**src/rtl/wave_synth.sv**
```systemverilog
// wave_synth: multi-channel DDS synthesiser. A tick divider feeds a five-stage pipeline (acc, A, B, C, D).
// Define WAVE_SYNTH_SINE_EN to compile the quarter-wave sine LUT; without it mode 0 plays triangle.
module wave_synth #(
   parameter int CHANNELS = 2,
   parameter int ACC_W    = 16,
   parameter int SAMP_W   = 12,
   parameter int DIV_W    = 16
) (
   input  logic                       clk,
   input  logic                       reset_n,
   input  logic                       sync_clear,
   input  logic [DIV_W-1:0]           div,
   input  logic [CHANNELS*SAMP_W-1:0] amp,
   input  logic [CHANNELS*ACC_W-1:0]  phase_off,
   input  logic [CHANNELS*ACC_W-1:0]  phase_inc,
   input  logic [CHANNELS*2-1:0]      mode,
   output logic                       tick,
   output logic                       valid,
   output logic [SAMP_W-1:0]          result
);
   localparam int PROD_W = 2 * SAMP_W;
   localparam int SUM_W  = SAMP_W + 4;
   localparam logic [SUM_W-1:0] SAT = SUM_W'((1 << SAMP_W) - 1);

`ifdef WAVE_SYNTH_SINE_EN
   typedef logic [10:0] lut_t [256];

   // Quarter-wave magnitude table, sampled at bin centres so the quarter folds symmetrically.
   function automatic lut_t build_lut();
      lut_t t;
      for (int i = 0; i < 256; i++)
         t[i] = 11'($rtoi(2047.0 * $sin(3.14159265358979 * (real'(i) + 0.5) / 512.0) + 0.5));
      return t;
   endfunction

   localparam lut_t SINE_LUT = build_lut();
`endif

   // Every shape is built as a 16-bit full-scale word and then top-aligned to SAMP_W.
   function automatic logic [SAMP_W-1:0] shape(input logic [15:0] p, input logic [1:0] m);
      logic [15:0] w;
`ifdef WAVE_SYNTH_SINE_EN
      logic [7:0]  q;
      logic [11:0] s;
`endif
      case (m)
         2'd1: w = p[15] ? 16'h0000 : 16'hffff;
         2'd2: w = p;
`ifdef WAVE_SYNTH_SINE_EN
         2'd0: begin
            q = p[14] ? ~p[13:6] : p[13:6];
            s = p[15] ? 12'd2048 - {1'b0, SINE_LUT[q]} : 12'd2048 + {1'b0, SINE_LUT[q]};
            w = {s, 4'h0};
         end
`endif
         default: w = p[15] ? {~p[14:0], 1'b1} : {p[14:0], 1'b0};
      endcase
      return w[15 -: SAMP_W];
   endfunction

   logic [DIV_W-1:0]  cnt;
   logic [ACC_W-1:0]  acc      [CHANNELS];
   logic [ACC_W-1:0]  p_full   [CHANNELS];
   logic [15:0]       p_a      [CHANNELS];
   logic [SAMP_W-1:0] raw_b    [CHANNELS];
   logic [SAMP_W-1:0] scaled_c [CHANNELS];
   logic              v_acc, v_a, v_b, v_c;
   logic [SUM_W-1:0]  sum;

   always_ff @(posedge clk or negedge reset_n) begin
      if (!reset_n) begin
         cnt  <= '0;
         tick <= 1'b0;
      end else if (sync_clear) begin
         cnt  <= div;
         tick <= 1'b0;
      end else if (cnt == '0) begin
         cnt  <= div;
         tick <= 1'b1;
      end else begin
         cnt  <= cnt - 1'b1;
         tick <= 1'b0;
      end
   end

   always_comb begin
      for (int i = 0; i < CHANNELS; i++)
         p_full[i] = acc[i] + phase_off[i*ACC_W +: ACC_W];
   end

   always_comb begin
      sum = '0;
      for (int i = 0; i < CHANNELS; i++)
         sum = sum + SUM_W'(scaled_c[i]);
   end

   // Data stages run freely; only the valid chain marks which beats carry a real sample.
   always_ff @(posedge clk or negedge reset_n) begin
      if (!reset_n) begin
         for (int i = 0; i < CHANNELS; i++) begin
            acc[i]      <= '0;
            p_a[i]      <= '0;
            raw_b[i]    <= '0;
            scaled_c[i] <= '0;
         end
         v_acc  <= 1'b0;
         v_a    <= 1'b0;
         v_b    <= 1'b0;
         v_c    <= 1'b0;
         valid  <= 1'b0;
         result <= '0;
      end else begin
         for (int i = 0; i < CHANNELS; i++) begin
            if (sync_clear)
               acc[i] <= '0;
            else if (tick)
               acc[i] <= acc[i] + phase_inc[i*ACC_W +: ACC_W];
            p_a[i]      <= p_full[i][ACC_W-1 -: 16];
            raw_b[i]    <= shape(p_a[i], mode[i*2 +: 2]);
            scaled_c[i] <= SAMP_W'((PROD_W'(raw_b[i]) * PROD_W'(amp[i*SAMP_W +: SAMP_W])) >> SAMP_W);
         end
         v_acc <= tick & ~sync_clear;
         v_a   <= v_acc & ~sync_clear;
         v_b   <= v_a & ~sync_clear;
         v_c   <= v_b & ~sync_clear;
         valid <= v_c & ~sync_clear;
         if (sync_clear)
            result <= '0;
         else if (v_c)
            result <= (sum > SAT) ? SAT[SAMP_W-1:0] : sum[SAMP_W-1:0];
      end
   end
endmodule

```
**config.mk**
```make
export PLATFORM = sky130hd
export DESIGN_NAME = wave_synth
export DESIGN_NICKNAME = d
export VERILOG_FILES = /design/src/rtl/wave_synth.sv
export SDC_FILE = /design/constraint.sdc
export NUM_CORES = 1
export LEC_CHECK = 0
export CELL_PAD_IN_SITES_DETAIL_PLACEMENT = 0
export CELL_PAD_IN_SITES_GLOBAL_PLACEMENT = 1
export CORE_ASPECT_RATIO = 1.2
export CORE_MARGIN = 5
export CORE_UTILIZATION = 51
export DETAILED_ROUTE_END_ITERATION = 8
export GPL_ROUTABILITY_DRIVEN = 0
export HOLD_SLACK_MARGIN = 0.06
export PLACE_DENSITY_LB_ADDON = 0.1
export SLEW_MARGIN = 20
export SYNTH_ARGS = -nofsm -noshare
export SYNTH_HDL_FRONTEND = slang
export SYNTH_SLANG_ARGS = --single-unit
```
**constraint.sdc**
```tcl
create_clock -name clk -period 16.1 [get_ports clk]
set_input_delay 3.22 -clock clk [delete_from_list [all_inputs] [get_ports clk]]
set_output_delay 3.22 -clock clk [all_outputs]
set_load 0.1 [all_outputs]
```
==> impl_metrics.prom, run 1 <==
# TYPE chip_impl_metric gauge
chip_impl_metric{name="cts-buffers-inserted",unit=""} 17
chip_impl_metric{name="post-dp-hpwl",unit="mm"} 29.07
chip_impl_metric{name="io_buffer_count",unit=""} 124
chip_impl_metric{name="clock_latency",unit="ps"} 420
chip_impl_info{name="critical_path_class",value="in2reg"} 1
chip_impl_info{name="worst_path_dominant_cell_family",value="adder cells"} 1
chip_impl_metric{name="hold_violations",unit=""} 0
chip_impl_metric{name="cp_max_fanout",unit=""} 12
chip_impl_metric{name="critical_path_buf_inv_count",unit=""} 4
chip_impl_metric{name="p_per_area",unit="mW/mm^2"} 126.8
chip_impl_metric{name="portion_of_total_power_attributed_to_sequential_cells",unit="%"} 19.6
chip_impl_info{name="critical_path.startpoint_type",value="input pin"} 1
chip_impl_metric{name="min_hold_slack",unit="ps"} 458.4
chip_impl_metric{name="total_via_count_after_detailed_routing",unit=""} 12480
chip_impl_info{name="critical_path.reg2reg.startpoint",value="raw_b[7]"} 1
chip_impl_metric{name="grt_start_max_net_pins",unit=""} 74
chip_impl_metric{name="synthDominantCellAreaShare",unit="%"} 24.12
chip_impl_metric{name="chipWidth",unit="um"} 175.1
chip_impl_metric{name="drc",unit=""} 0
chip_impl_metric{name="max_stage_delay",unit="ps"} 730
chip_impl_metric{name="netSwitchingFraction",unit="%"} 44.97
chip_impl_info{name="timing.critical_path.from",value="amp[15]"} 1
chip_impl_info{name="clk_root_buffer_cell",value="clkbuf_16"} 1
chip_impl_metric{name="max_slew_violations",unit=""} 0
chip_impl_metric{name="ir_worst_vdd",unit="uV"} 108.4
chip_impl_info{name="crit_path_cell_trace",value="clkdlybuf4s50_1, nand2_1, fa_1, fa_1, fa_1, inv_1, fa_1, inv_1, fa_1, inv_1, ha_1, a211oi_1, o211ai_1, a221oi_1, o21ai_1, a41oi_1, nor2b_1, xnor2_1"} 1
chip_impl_metric{name="setup-violations-final",unit=""} 0
chip_impl_info{name="biggest_area_contributors_in_the_synthesized_netlist",value="fa_1, dfrtp_1, ha_1, inv_1, nand2_1"} 1
chip_impl_metric{name="design.die.area",unit="mm^2"} 0.03644
chip_impl_metric{name="critical_path_arrival",unit="ps"} 8730
chip_impl_metric{name="start_util",unit="%"} 51.73
chip_impl_metric{name="drt.antenna.violating_nets",unit=""} 0
chip_impl_metric{name="timing.max_slew.rel_slack",unit="%"} 27.98
chip_impl_metric{name="worst-r2r-setup-slack",unit="ps"} 10550
chip_impl_metric{name="max-clock-path-buffers",unit=""} 2
chip_impl_metric{name="finalCritPeriodShare",unit="%"} 52.16
chip_impl_metric{name="internal_power",unit="W"} 0.001308
chip_impl_metric{name="cts-resized-gates",unit=""} 0
chip_impl_metric{name="cts.sink_count",unit=""} 140
chip_impl_metric{name="cts_hold_repair.buffers",unit=""} 0
chip_impl_metric{name="p_leak",unit="nW"} 9.289
chip_impl_metric{name="grt_pass1_vias",unit=""} 13210
chip_impl_metric{name="reg2reg_depth",unit=""} 17
chip_impl_info{name="crit_path_frequent_cell",value="fa_1"} 1
chip_impl_metric{name="synth_seq_cells",unit=""} 140
chip_impl_metric{name="cts.repair_timing.setup_buffer_count",unit=""} 0
chip_impl_metric{name="mappedNetlistNets",unit=""} 2311
chip_impl_info{name="most_frequent_cells_in_the_layout",value="inv_1, nand2_1, fa_1"} 1
chip_impl_metric{name="share_clk_of_total_power",unit="%"} 16.4
chip_impl_metric{name="num-nets-final",unit=""} 2383
chip_impl_metric{name="async_flop_share",unit="%"} 100.0
chip_impl_metric{name="post_synth.cell_area_avg",unit="um^2"} 9.232
chip_impl_metric{name="via_per_inst",unit=""} 5.428
chip_impl_metric{name="drive_gt1_share",unit="%"} 2.748
chip_impl_metric{name="global_route_wire_length_before_repair",unit="mm"} 62.67
chip_impl_info{name="critical-path-slowest-cell",value="clkdlybuf4s50_1"} 1
chip_impl_info{name="min_path_type",value="reg2reg"} 1
chip_impl_metric{name="synthesis_warnings",unit=""} 0
chip_impl_metric{name="cts_max_level",unit=""} 4
chip_impl_info{name="most_frequent_standard_cell_in_the_layout_excluding_fill_and_tap_cells",value="inv_1"} 1
chip_impl_metric{name="antenna_found_initial",unit=""} 0
chip_impl_info{name="clock_tree_from_tritoncts",value="yes"} 1
chip_impl_metric{name="yosysUniqueCellTypes",unit=""} 70
chip_impl_metric{name="drv.max_cap_violation_count",unit=""} 0
chip_impl_metric{name="drt_iter0_markers",unit=""} 465
chip_impl_metric{name="fin_skew",unit="ps"} 11.18
chip_impl_info{name="dominantRegCellSynth",value="dfrtp_1"} 1
chip_impl_metric{name="wl_per_cell",unit="um"} 15.88
chip_impl_info{name="grt_setup_unrepaired",value="false"} 1
chip_impl_metric{name="top_level_ports",unit=""} 125
chip_impl_info{name="critical_path.endpoint",value="scaled_c[9]"} 1
chip_impl_metric{name="antenna_cells",unit=""} 0
chip_impl_metric{name="edff_count_synth",unit=""} 0
chip_impl_info{name="cp-end-kind",value="register"} 1
chip_impl_metric{name="area_growth",unit="%"} 12.36
chip_impl_metric{name="site_rows",unit=""} 72
chip_impl_metric{name="detailedRoute.firstPassIterationCount",unit=""} 5
chip_impl_metric{name="core_region_area",unit="mm^2"} 0.03225
chip_impl_metric{name="crit_required",unit="ps"} 16430
chip_impl_metric{name="totalNegativeSetupSlack",unit="ps"} 0
chip_impl_metric{name="worst-path-stages",unit=""} 18
chip_impl_metric{name="power_frac_comb",unit="%"} 64.0
chip_impl_info{name="terminus_of_the_critical_flop_to_flop_path",value="scaled_c[9]"} 1
chip_impl_metric{name="dieHeight",unit="um"} 208.1
chip_impl_metric{name="yosysSeqAreaShare",unit="%"} 21.00
chip_impl_metric{name="synth_area",unit="mm^2"} 0.01668
chip_impl_metric{name="clk_transition_reported_paths",unit="ps"} 60
chip_impl_info{name="status",value="finished clean"} 1
chip_impl_metric{name="drt_wl_total",unit="mm"} 36.52
chip_impl_metric{name="fmax",unit="MHz"} 119.1
chip_impl_metric{name="max_slew.worst_pin.slew",unit="ps"} 1077
chip_impl_metric{name="post-route-min-period",unit="ps"} 8397
chip_impl_info{name="synth_area_leader_cell",value="fa_1"} 1
chip_impl_metric{name="gr-usage-all-layers",unit="%"} 20.83
chip_impl_metric{name="grt-ovfl-total",unit=""} 0
chip_impl_metric{name="net-switching-power",unit="W"} 0.001069
chip_impl_metric{name="postSynthCellCount",unit=""} 1807
## cells by family (layout without fill, tap and decap cells)
kind of cell | Yosys count | after routing | synth area share [%]
AOI/OAI and AO/OA | 276 | 276 | 11.15
muxes | 26 | 26 | 1.590
xor gates and xnor gates | 83 | 83 | 4.358
adders and majority gates | 393 | 393 | 38.52
and+or+nand+nor | 538 | 538 | 15.39
buffers and inverters | 351 | 436 | 7.988
DFF | 140 | 140 | 21.00
## per-layer routing
metal / routed length [um] / vias up / track usage, % / part of all wire (%)
met5: 0 / - / 0 / 0
met4: 568 / 0 / 4.824 / 1.6
met3: 1433 / 39 / 3.032 / 3.9
met2: 18830 / 202 / 37.35 / 52
met1: 15690 / 6211 / 26.66 / 43
li1: - / 6027 / - / -
## flip-flops by register name, summed over array words and instances (netlist names)
signal	flops
v_c	1
scaled_c	24
v_acc	1
raw_b	24
v_b	1
tick	1
valid	1
p_a	26
acc	32
result	12
v_a	1
cnt	16
## layout make-up
cell class / count / area [um^2]
Fill cell: 2975 / 13510
Multi-Input combinational cell: 1316 / 11850
Sequential cell: 140 / 3503
Timing Repair Buffer: 127 / 1260
Inverter: 277 / 1040
Tap cell: 407 / 509.2
Clock buffer: 17 / 425.4
Clock inverter: 15 / 152.6
## cells in the mapped netlist (22+ instances only)
master    count
and2_1      111
xnor2_1      47
xor2_1       36
o21ai_0      25
o221ai_1     24
nor2_1       86
dfrtp_1     140
a21oi_1      92
mux2i_1      22
nor2b_1      22
nor3_1       23
nand2_1     235
fa_1        201
clkbuf_1     68
ha_1        192
a211oi_1     24
inv_1       277
## stage by stage
stage,instances,util (%),worst slack [ps],power (W),area [um^2]
4_1_cts,2299,58.10,7757,0.002417,18740
6_report,2299,58.12,7703,0.002376,18740
5_1_grt,2299,58.12,7412,0.002668,18740
3_3_place_gp,2267,56.31,7401,0.001992,18160
3_5_place_dp,2267,56.31,7363,0.002004,18160
2_1_floorplan,1807,-,8185,0.001644,16680
## how the worst min path moves through the flow
stage / depth (start not counted) / slack, ps / end / startpoint
final: 1 / 460 / v_b / v_a
after global routing: 1 / 480 / v_c / v_b
after CTS: 1 / 470 / v_b / v_a
after detailed placement: 1 / 450 / v_b / v_a
after global placement: 1 / 440 / v_c / v_b
after floorplan: 1 / 440 / v_a / v_acc
## worst register-to-register path: cells and delay by family, from the launching register on
kind                     cells  cell delay (ps)
XOR/XNOR                     1              140
flip-flops                   1              680
AND/OR/NAND/NOR              2              370
adder cells (fa/ha/maj)      6             2810
AO/OA/AOI/OAI                5             1320
buffers and inverters        3              140
## power by group through the flow
| stage | combinational [W] | sequential (W) | clock (W) |
|---|---|---|---|
| floorplan | 0.00121 | 0.000437 | 0 |
| global placement | 0.00152 | 0.000472 | 0 |
| detailed placement | 0.00153 | 0.000472 | 0 |
| CTS | 0.00155 | 0.000465 | 0.000401 |
| global route | 0.00178 | 0.000471 | 0.000418 |
| finish | 0.00152 | 0.000465 | 0.000390 |
Power figures use the tool's default switching activity.
==> run 2: changes to the inputs <==
--- a/config.mk
+++ b/config.mk
@@ -9,7 +9,7 @@
 export CELL_PAD_IN_SITES_GLOBAL_PLACEMENT = 1
 export CORE_ASPECT_RATIO = 1.2
 export CORE_MARGIN = 5
-export CORE_UTILIZATION = 51
+export CORE_UTILIZATION = 43
 export DETAILED_ROUTE_END_ITERATION = 8
 export GPL_ROUTABILITY_DRIVEN = 0
 export HOLD_SLACK_MARGIN = 0.06
==> constraint.sdc (replaced) <==
create_clock -name clk -period 7.5 [get_ports clk]
set_input_delay 1.5 -clock clk [delete_from_list [all_inputs] [get_ports clk]]
set_output_delay 1.5 -clock clk [all_outputs]
set_load 0.1 [all_outputs]
==> run 2 against run 1 <==
Against the previous run: sequential power increased by 110%; largest cell class unchanged; first-iteration DRC count decreased by 5.2%; register-to-register slack got worse by 8700 ps; clock power increased by 140%; power increased by 120%; utilization decreased by 9.0 points; clock skew increased by 1.5 ps.
==> impl_metrics.prom, run 2 (synthesis results as in run 1) <==
# TYPE chip_impl_metric gauge
chip_impl_metric{name="antenna_cells",unit=""} 0
chip_impl_metric{name="ir_worst_vdd",unit="uV"} 210.7
chip_impl_metric{name="finalCritPeriodShare",unit="%"} 89.15
chip_impl_info{name="status",value="finished clean"} 1
chip_impl_info{name="clock_tree_from_tritoncts",value="yes"} 1
chip_impl_metric{name="share_clk_of_total_power",unit="%"} 17.9
chip_impl_info{name="max_flop_register",value="acc"} 1
chip_impl_info{name="crit_path_frequent_cell",value="fa_1"} 1
chip_impl_metric{name="clk_transition_reported_paths",unit="ps"} 60
chip_impl_metric{name="drc",unit=""} 0
chip_impl_metric{name="global_route_wire_length_before_repair",unit="mm"} 65.18
chip_impl_info{name="clk_root_buffer_cell",value="clkbuf_16"} 1
chip_impl_metric{name="total_via_count_after_detailed_routing",unit=""} 12470
chip_impl_info{name="top_regs",value="acc x32, p_a x26"} 1
chip_impl_metric{name="crit_required",unit="ps"} 7850
chip_impl_metric{name="netSwitchingFraction",unit="%"} 43.97
chip_impl_metric{name="post-dp-hpwl",unit="mm"} 30.08
chip_impl_metric{name="drt_iter0_markers",unit=""} 441
chip_impl_info{name="most_frequent_cells_in_the_layout",value="inv_1, nand2_1, fa_1"} 1
chip_impl_metric{name="grt-ovfl-total",unit=""} 0
chip_impl_metric{name="io_buffer_count",unit=""} 124
chip_impl_metric{name="start_util",unit="%"} 43.27
chip_impl_metric{name="drt_wl_total",unit="mm"} 37.85
chip_impl_metric{name="critical_path_buf_inv_count",unit=""} 4
chip_impl_info{name="worst_path_dominant_cell_family",value="adder cells"} 1
chip_impl_info{name="cp-end-kind",value="register"} 1
chip_impl_metric{name="drive_gt1_share",unit="%"} 2.955
chip_impl_metric{name="post-route-min-period",unit="ps"} 6686
chip_impl_info{name="grt_setup_unrepaired",value="false"} 1
chip_impl_metric{name="cts-resized-gates",unit=""} 0
chip_impl_metric{name="dp_worst_setup_slack",unit="ps"} 410.3
chip_impl_metric{name="cts_hold_repair.buffers",unit=""} 0
chip_impl_metric{name="portion_of_total_power_attributed_to_sequential_cells",unit="%"} 19.2
chip_impl_metric{name="finalNonFillerCells",unit=""} 2381
chip_impl_metric{name="core_region_area",unit="mm^2"} 0.03855
chip_impl_metric{name="p_leak",unit="nW"} 9.327
chip_impl_metric{name="max_stage_delay",unit="ps"} 720
chip_impl_metric{name="cts-buffers-inserted",unit=""} 17
chip_impl_metric{name="top_level_ports",unit=""} 125
chip_impl_metric{name="detailedRoute.firstPassIterationCount",unit=""} 5
chip_impl_metric{name="cts_max_level",unit=""} 4
chip_impl_metric{name="min_hold_slack",unit="ps"} 462.5
chip_impl_metric{name="finalWorstSetupSlack",unit="ps"} 813.7
chip_impl_metric{name="net-switching-power",unit="W"} 0.002291
chip_impl_metric{name="gr-usage-all-layers",unit="%"} 18.67
chip_impl_metric{name="site_rows",unit=""} 79
chip_impl_metric{name="grt_pass1_vias",unit=""} 13510
chip_impl_metric{name="grt_start_max_net_pins",unit=""} 88
chip_impl_metric{name="cts.repair_timing.setup_buffer_count",unit=""} 0
chip_impl_metric{name="timing.max_slew.rel_slack",unit="%"} 28.66
chip_impl_metric{name="drt.antenna.violating_nets",unit=""} 0
chip_impl_metric{name="max_slew.worst_pin.slew",unit="ps"} 1065
chip_impl_info{name="critical_path_class",value="in2reg"} 1
chip_impl_info{name="min_path_type",value="reg2reg"} 1
chip_impl_metric{name="drv.max_cap_violation_count",unit=""} 0
chip_impl_metric{name="internal_power",unit="W"} 0.002920
chip_impl_metric{name="fmax",unit="MHz"} 149.6
chip_impl_metric{name="wl_per_cell",unit="um"} 15.90
chip_impl_metric{name="clock_latency",unit="ps"} 440
chip_impl_metric{name="max-clock-path-buffers",unit=""} 2
chip_impl_metric{name="via_per_inst",unit=""} 5.239
chip_impl_metric{name="setup-violations-final",unit=""} 0
chip_impl_metric{name="largest_register_ff_count",unit=""} 32
chip_impl_metric{name="power_frac_comb",unit="%"} 63.0
chip_impl_metric{name="antenna_found_initial",unit=""} 0
chip_impl_info{name="critical_path.startpoint_type",value="input pin"} 1
chip_impl_metric{name="totalNegativeSetupSlack",unit="ps"} 0
chip_impl_metric{name="power.total",unit="W"} 0.005211
chip_impl_metric{name="area_growth",unit="%"} 13.47
chip_impl_info{name="most_frequent_standard_cell_in_the_layout_excluding_fill_and_tap_cells",value="inv_1"} 1
chip_impl_metric{name="chipWidth",unit="um"} 189.8
chip_impl_metric{name="cp_max_fanout",unit=""} 12
chip_impl_metric{name="num-nets-final",unit=""} 2387
chip_impl_metric{name="design.die.area",unit="mm^2"} 0.04285
chip_impl_metric{name="hold_violations",unit=""} 0
chip_impl_metric{name="dieHeight",unit="um"} 225.8
chip_impl_info{name="critical-path-slowest-cell",value="clkdlybuf4s50_1"} 1
chip_impl_metric{name="critical_path_arrival",unit="ps"} 7040
chip_impl_metric{name="p_per_area",unit="mW/mm^2"} 275.3
chip_impl_metric{name="fin_skew",unit="ps"} 12.68
chip_impl_metric{name="dp.cells",unit=""} 2350
chip_impl_metric{name="cts.sink_count",unit=""} 140
chip_impl_metric{name="max_slew_violations",unit=""} 0
chip_impl_info{name="crit_path_cell_trace",value="clkdlybuf4s50_1, nand2_1, fa_1, fa_1, fa_1, inv_1, fa_1, inv_1, fa_1, inv_1, ha_1, a211oi_1, o211ai_1, a221oi_1, o21ai_1, a41oi_1, nor2b_1, xnor2_1"} 1
==> run 2: changes by cell type in the layout (fill, tap and decap cells not counted), sizes merged <==
cell,delta
inv,-4
bufinv,+3
buf,+4
clkinvlp,-1
clkinv,-1
clkbuf,+2
==> run 2: path summary, 6_finish.rpt <==
check | slack, ps | end | start | cells after the start
max in group asynchronous | 5150 | result[8] | reset_n | 2
min in group asynchronous | 1160 | result[2] | reset_n | 1
hold reg to reg | 460 | v_b | v_a | 1
setup / recovery | 810 | scaled_c[9] | amp[15] | 18
hold / removal | 460 | v_b | v_a | 1
setup reg to reg | 1890 | scaled_c[9] | raw_b[6] | 17
==> run 2: layer usage <==
metal,share of wire [%],global-route usage [%],vias to the layer above
met5,0,0,-
met4,1.5,4.225,0
met3,4.0,4.035,35
met2,52,33.77,178
met1,43,22.90,6252
li1,-,-,6009
==> run 2: area by class of cell <==
cell class,count,area [um^2]
Sequential cell,140,3505
Multi-Input combinational cell,1316,11850
Inverter,277,1040
Timing Repair Buffer,131,1290
Fill cell,3722,19620
Tap cell,486,608.1
Clock inverter,12,185.2
Clock buffer,19,452.9
==> run 2: metrics by stage <==
step / utilization [%] / area (um^2)
after CTS: 49.10 / 18930
after global placement: 47.45 / 18290
after floorplan: - / 16680
after detailed placement: 47.45 / 18290
final: 49.10 / 18930
after global routing: 49.10 / 18930
==> run 2: power by group through the flow <==
stage	clock network (W)	logic (W)	registers [W]
2_1_floorplan	0	0.00259	0.000937
3_3_place_gp	0	0.00329	0.00101
3_5_place_dp	0	0.00332	0.00101
4_1_cts	0.000952	0.00335	0.00100
5_1_grt	0.000991	0.00384	0.00101
6_report	0.000931	0.00328	0.000998
==> run 2: worst reg2reg max path, delay by kind of cell (launching register included) <==
family	cells	cell delay, ps
flip-flops	1	710
AND/OR/NAND/NOR	2	380
buffers and inverters	3	140
XOR/XNOR	1	120
adder cells (fa/ha/maj)	6	2830
AO/OA/AOI/OAI	5	1360
==> run 3: changes to the inputs <==
--- a/config.mk
+++ b/config.mk
@@ -8,8 +8,8 @@
 export CELL_PAD_IN_SITES_DETAIL_PLACEMENT = 0
 export CELL_PAD_IN_SITES_GLOBAL_PLACEMENT = 1
 export CORE_ASPECT_RATIO = 1.2
-export CORE_MARGIN = 5
-export CORE_UTILIZATION = 43
+export CORE_MARGIN = 2
+export CORE_UTILIZATION = 47
 export DETAILED_ROUTE_END_ITERATION = 8
 export GPL_ROUTABILITY_DRIVEN = 0
 export HOLD_SLACK_MARGIN = 0.06
==> constraint.sdc (replaced) <==
create_clock -name clk -period 6.95 [get_ports clk]
set_input_delay 1.39 -clock clk [delete_from_list [all_inputs] [get_ports clk]]
set_output_delay 1.39 -clock clk [all_outputs]
set_load 0.1 [all_outputs]
==> run 3 against run 2 <==
Against the previous run: sequential power is 8% higher; sequential share of layout area hardly changed; via count is 0.34% lower; wire length is 3.2% lower; worst hold slack worse by 5.5 ps; largest power group unchanged; power is 6.7% higher; combinational power is 8.2% higher; global-route usage is 2.8 points higher; clock power hardly changed; cell area is 0.15% higher; utilization is 5.1 points higher; critical path type unchanged.
==> impl_metrics.prom, run 3 (synthesis results as in run 1) <==
# TYPE chip_impl_metric gauge
chip_impl_metric{name="fin_skew",unit="ps"} 14.97
chip_impl_metric{name="drt_iter0_markers",unit=""} 418
chip_impl_metric{name="wl_per_cell",unit="um"} 15.45
chip_impl_metric{name="clk_transition_reported_paths",unit="ps"} 60
chip_impl_metric{name="io_buffer_count",unit=""} 124
chip_impl_metric{name="top_level_ports",unit=""} 125
chip_impl_metric{name="timing.max_slew.rel_slack",unit="%"} 28.74
chip_impl_metric{name="power_frac_comb",unit="%"} 63.9
chip_impl_metric{name="dp.cells",unit=""} 2338
chip_impl_info{name="clk_root_buffer_cell",value="clkbuf_16"} 1
chip_impl_info{name="top_regs",value="acc x32, p_a x26"} 1
chip_impl_metric{name="net-switching-power",unit="W"} 0.002506
chip_impl_metric{name="drt.antenna.violating_nets",unit=""} 0
chip_impl_metric{name="netSwitchingFraction",unit="%"} 45.08
chip_impl_metric{name="multi_input_area",unit="mm^2"} 0.01186
chip_impl_metric{name="finalCritPeriodShare",unit="%"} 92.19
chip_impl_metric{name="max_slew_violations",unit=""} 0
chip_impl_info{name="clock_tree_from_tritoncts",value="yes"} 1
chip_impl_metric{name="max_slew.worst_pin.slew",unit="ps"} 1066
chip_impl_metric{name="max_stage_delay",unit="ps"} 710
chip_impl_info{name="crit_path_frequent_cell",value="fa_1"} 1
chip_impl_metric{name="portion_of_total_power_attributed_to_sequential_cells",unit="%"} 19.4
chip_impl_metric{name="site_rows",unit=""} 75
chip_impl_metric{name="nFillCells",unit=""} 3235
chip_impl_info{name="grt_setup_unrepaired",value="false"} 1
chip_impl_metric{name="cp_max_fanout",unit=""} 12
chip_impl_metric{name="drt_wl_total",unit="mm"} 36.62
chip_impl_metric{name="via_per_inst",unit=""} 5.245
chip_impl_metric{name="hold_violations",unit=""} 0
chip_impl_info{name="top_usage_layer",value="met2"} 1
chip_impl_metric{name="use_met1",unit="%"} 26.84
chip_impl_info{name="most_frequent_standard_cell_in_the_layout_excluding_fill_and_tap_cells",value="inv_1"} 1
chip_impl_info{name="worst_path_dominant_cell_family",value="adder cells"} 1
chip_impl_info{name="status",value="finished clean"} 1
chip_impl_metric{name="ir_worst_vdd",unit="uV"} 252.9
chip_impl_metric{name="chipWidth",unit="um"} 176.0
chip_impl_metric{name="clock_latency",unit="ps"} 440
chip_impl_metric{name="globalRouteMet2Util",unit="%"} 38.83
chip_impl_metric{name="antenna_found_initial",unit=""} 0
chip_impl_metric{name="design.die.area",unit="mm^2"} 0.03702
chip_impl_metric{name="p_leak",unit="nW"} 9.372
chip_impl_metric{name="area_growth",unit="%"} 13.64
chip_impl_metric{name="fmax",unit="MHz"} 156.1
chip_impl_info{name="crit_path_cell_trace",value="clkdlybuf4s50_1, nand2_1, fa_1, fa_1, fa_1, inv_1, fa_1, inv_1, fa_1, inv_1, ha_1, a211oi_1, o211ai_1, a221oi_1, o21ai_1, a41oi_2, nor2b_1, xnor2_1"} 1
chip_impl_info{name="critical_path_class",value="in2reg"} 1
chip_impl_metric{name="post-dp-hpwl",unit="mm"} 29.47
chip_impl_metric{name="post_dp_cell_area",unit="mm^2"} 0.01835
chip_impl_metric{name="critical_path_arrival",unit="ps"} 6760
chip_impl_metric{name="drive_gt1_share",unit="%"} 3.616
chip_impl_metric{name="num-nets-final",unit=""} 2399
chip_impl_metric{name="p_per_area",unit="mW/mm^2"} 293.2
chip_impl_metric{name="gr-usage-all-layers",unit="%"} 21.45
chip_impl_metric{name="largest_register_ff_count",unit=""} 32
chip_impl_info{name="critical_path.startpoint_type",value="input pin"} 1
chip_impl_metric{name="antenna_cells",unit=""} 0
chip_impl_metric{name="start_util",unit="%"} 47.66
chip_impl_metric{name="regArea",unit="mm^2"} 0.003503
chip_impl_metric{name="cts_hold_repair.buffers",unit=""} 0
chip_impl_info{name="cp-end-kind",value="register"} 1
chip_impl_metric{name="cts_max_level",unit=""} 4
chip_impl_metric{name="max-clock-path-buffers",unit=""} 2
chip_impl_info{name="max_flop_register",value="acc"} 1
chip_impl_metric{name="core_region_area",unit="mm^2"} 0.03500
chip_impl_metric{name="met3_use_gr",unit="%"} 3.175
chip_impl_metric{name="crit_required",unit="ps"} 7300
chip_impl_metric{name="drv.max_cap_violation_count",unit=""} 0
chip_impl_metric{name="grt_start_max_net_pins",unit=""} 78
chip_impl_metric{name="drc",unit=""} 0
chip_impl_metric{name="setup-violations-final",unit=""} 0
chip_impl_metric{name="finalNonFillerCells",unit=""} 2370
chip_impl_metric{name="worst-r2r-setup-slack",unit="ps"} 1520
chip_impl_metric{name="share_clk_of_total_power",unit="%"} 16.7
chip_impl_metric{name="cts-buffers-inserted",unit=""} 17
chip_impl_metric{name="totalNegativeSetupSlack",unit="ps"} 0
chip_impl_metric{name="final_cell_area",unit="mm^2"} 0.01896
chip_impl_metric{name="dieHeight",unit="um"} 210.4
chip_impl_metric{name="internal_power",unit="W"} 0.003053
chip_impl_metric{name="cts.sink_count",unit=""} 140
chip_impl_metric{name="total_via_count_after_detailed_routing",unit=""} 12430
chip_impl_metric{name="grt-ovfl-total",unit=""} 0
chip_impl_metric{name="grt_pass1_vias",unit=""} 13360
chip_impl_info{name="min_path_type",value="reg2reg"} 1
chip_impl_info{name="most_frequent_cells_in_the_layout",value="inv_1, nand2_1, fa_1"} 1
chip_impl_metric{name="global_route_wire_length_before_repair",unit="mm"} 63.91
chip_impl_metric{name="detailedRoute.firstPassIterationCount",unit=""} 4
chip_impl_metric{name="post-route-min-period",unit="ps"} 6407
chip_impl_metric{name="critical_path_buf_inv_count",unit=""} 4
chip_impl_info{name="critical-path-slowest-cell",value="clkdlybuf4s50_1"} 1
chip_impl_metric{name="min_hold_slack",unit="ps"} 457.0
-- run 3: metal layers --
layer / routed length (um) / up-vias
met5: 0 / -
met3: 1196 / 33
met4: 524 / 0
met1: 15990 / 6187
li1: - / 6032
met2: 18910 / 179
-- run 3: layout make-up --
class / instances / area share, %
repair buffers: 143 / 7.280
inverters: 277 / 5.484
multi-input cells: 1316 / 62.57
clock inverters: 15 / 0.8976
flip-flops and latches: 140 / 18.48
clock buffers: 17 / 2.244
well taps: 462 / 3.049
-- run 3: metrics by stage --
stage               total power [W]  util (%)  worst slack, ps
floorplan                  0.003808         -            865.3
global placement           0.004647     52.43            78.16
detailed placement         0.004674     52.43            9.508
CTS                        0.005662     54.13            439.8
global route               0.006236     54.16            114.0
finish                     0.005559     54.16            542.6
-- run 3: power by group through the flow --
stage	clock, W	sequential [W]	combinational (W)
4_1_cts	0.000959	0.00108	0.00362
2_1_floorplan	0	0.00101	0.00280
6_report	0.000929	0.00108	0.00355
3_5_place_dp	0	0.00109	0.00358
3_3_place_gp	0	0.00109	0.00355
5_1_grt	0.000993	0.00109	0.00415
-- run 3: timing repair --
item,4_1_cts,5_1_grt
setup buffers,0,0
gates resized for setup,0,1
endpoints found under the setup margin,0,3
-- run 3: worst paths after layout --
path | from | to | depth (start not counted)
max | amp[16] | scaled_c[9] | 18
min in group asynchronous | reset_n | cnt[12] | 1
max in group asynchronous | reset_n | scaled_c[12] | 2
min | v_b | v_c | 1
max reg2reg | raw_b[7] | scaled_c[9] | 17
min reg2reg | v_b | v_c | 1
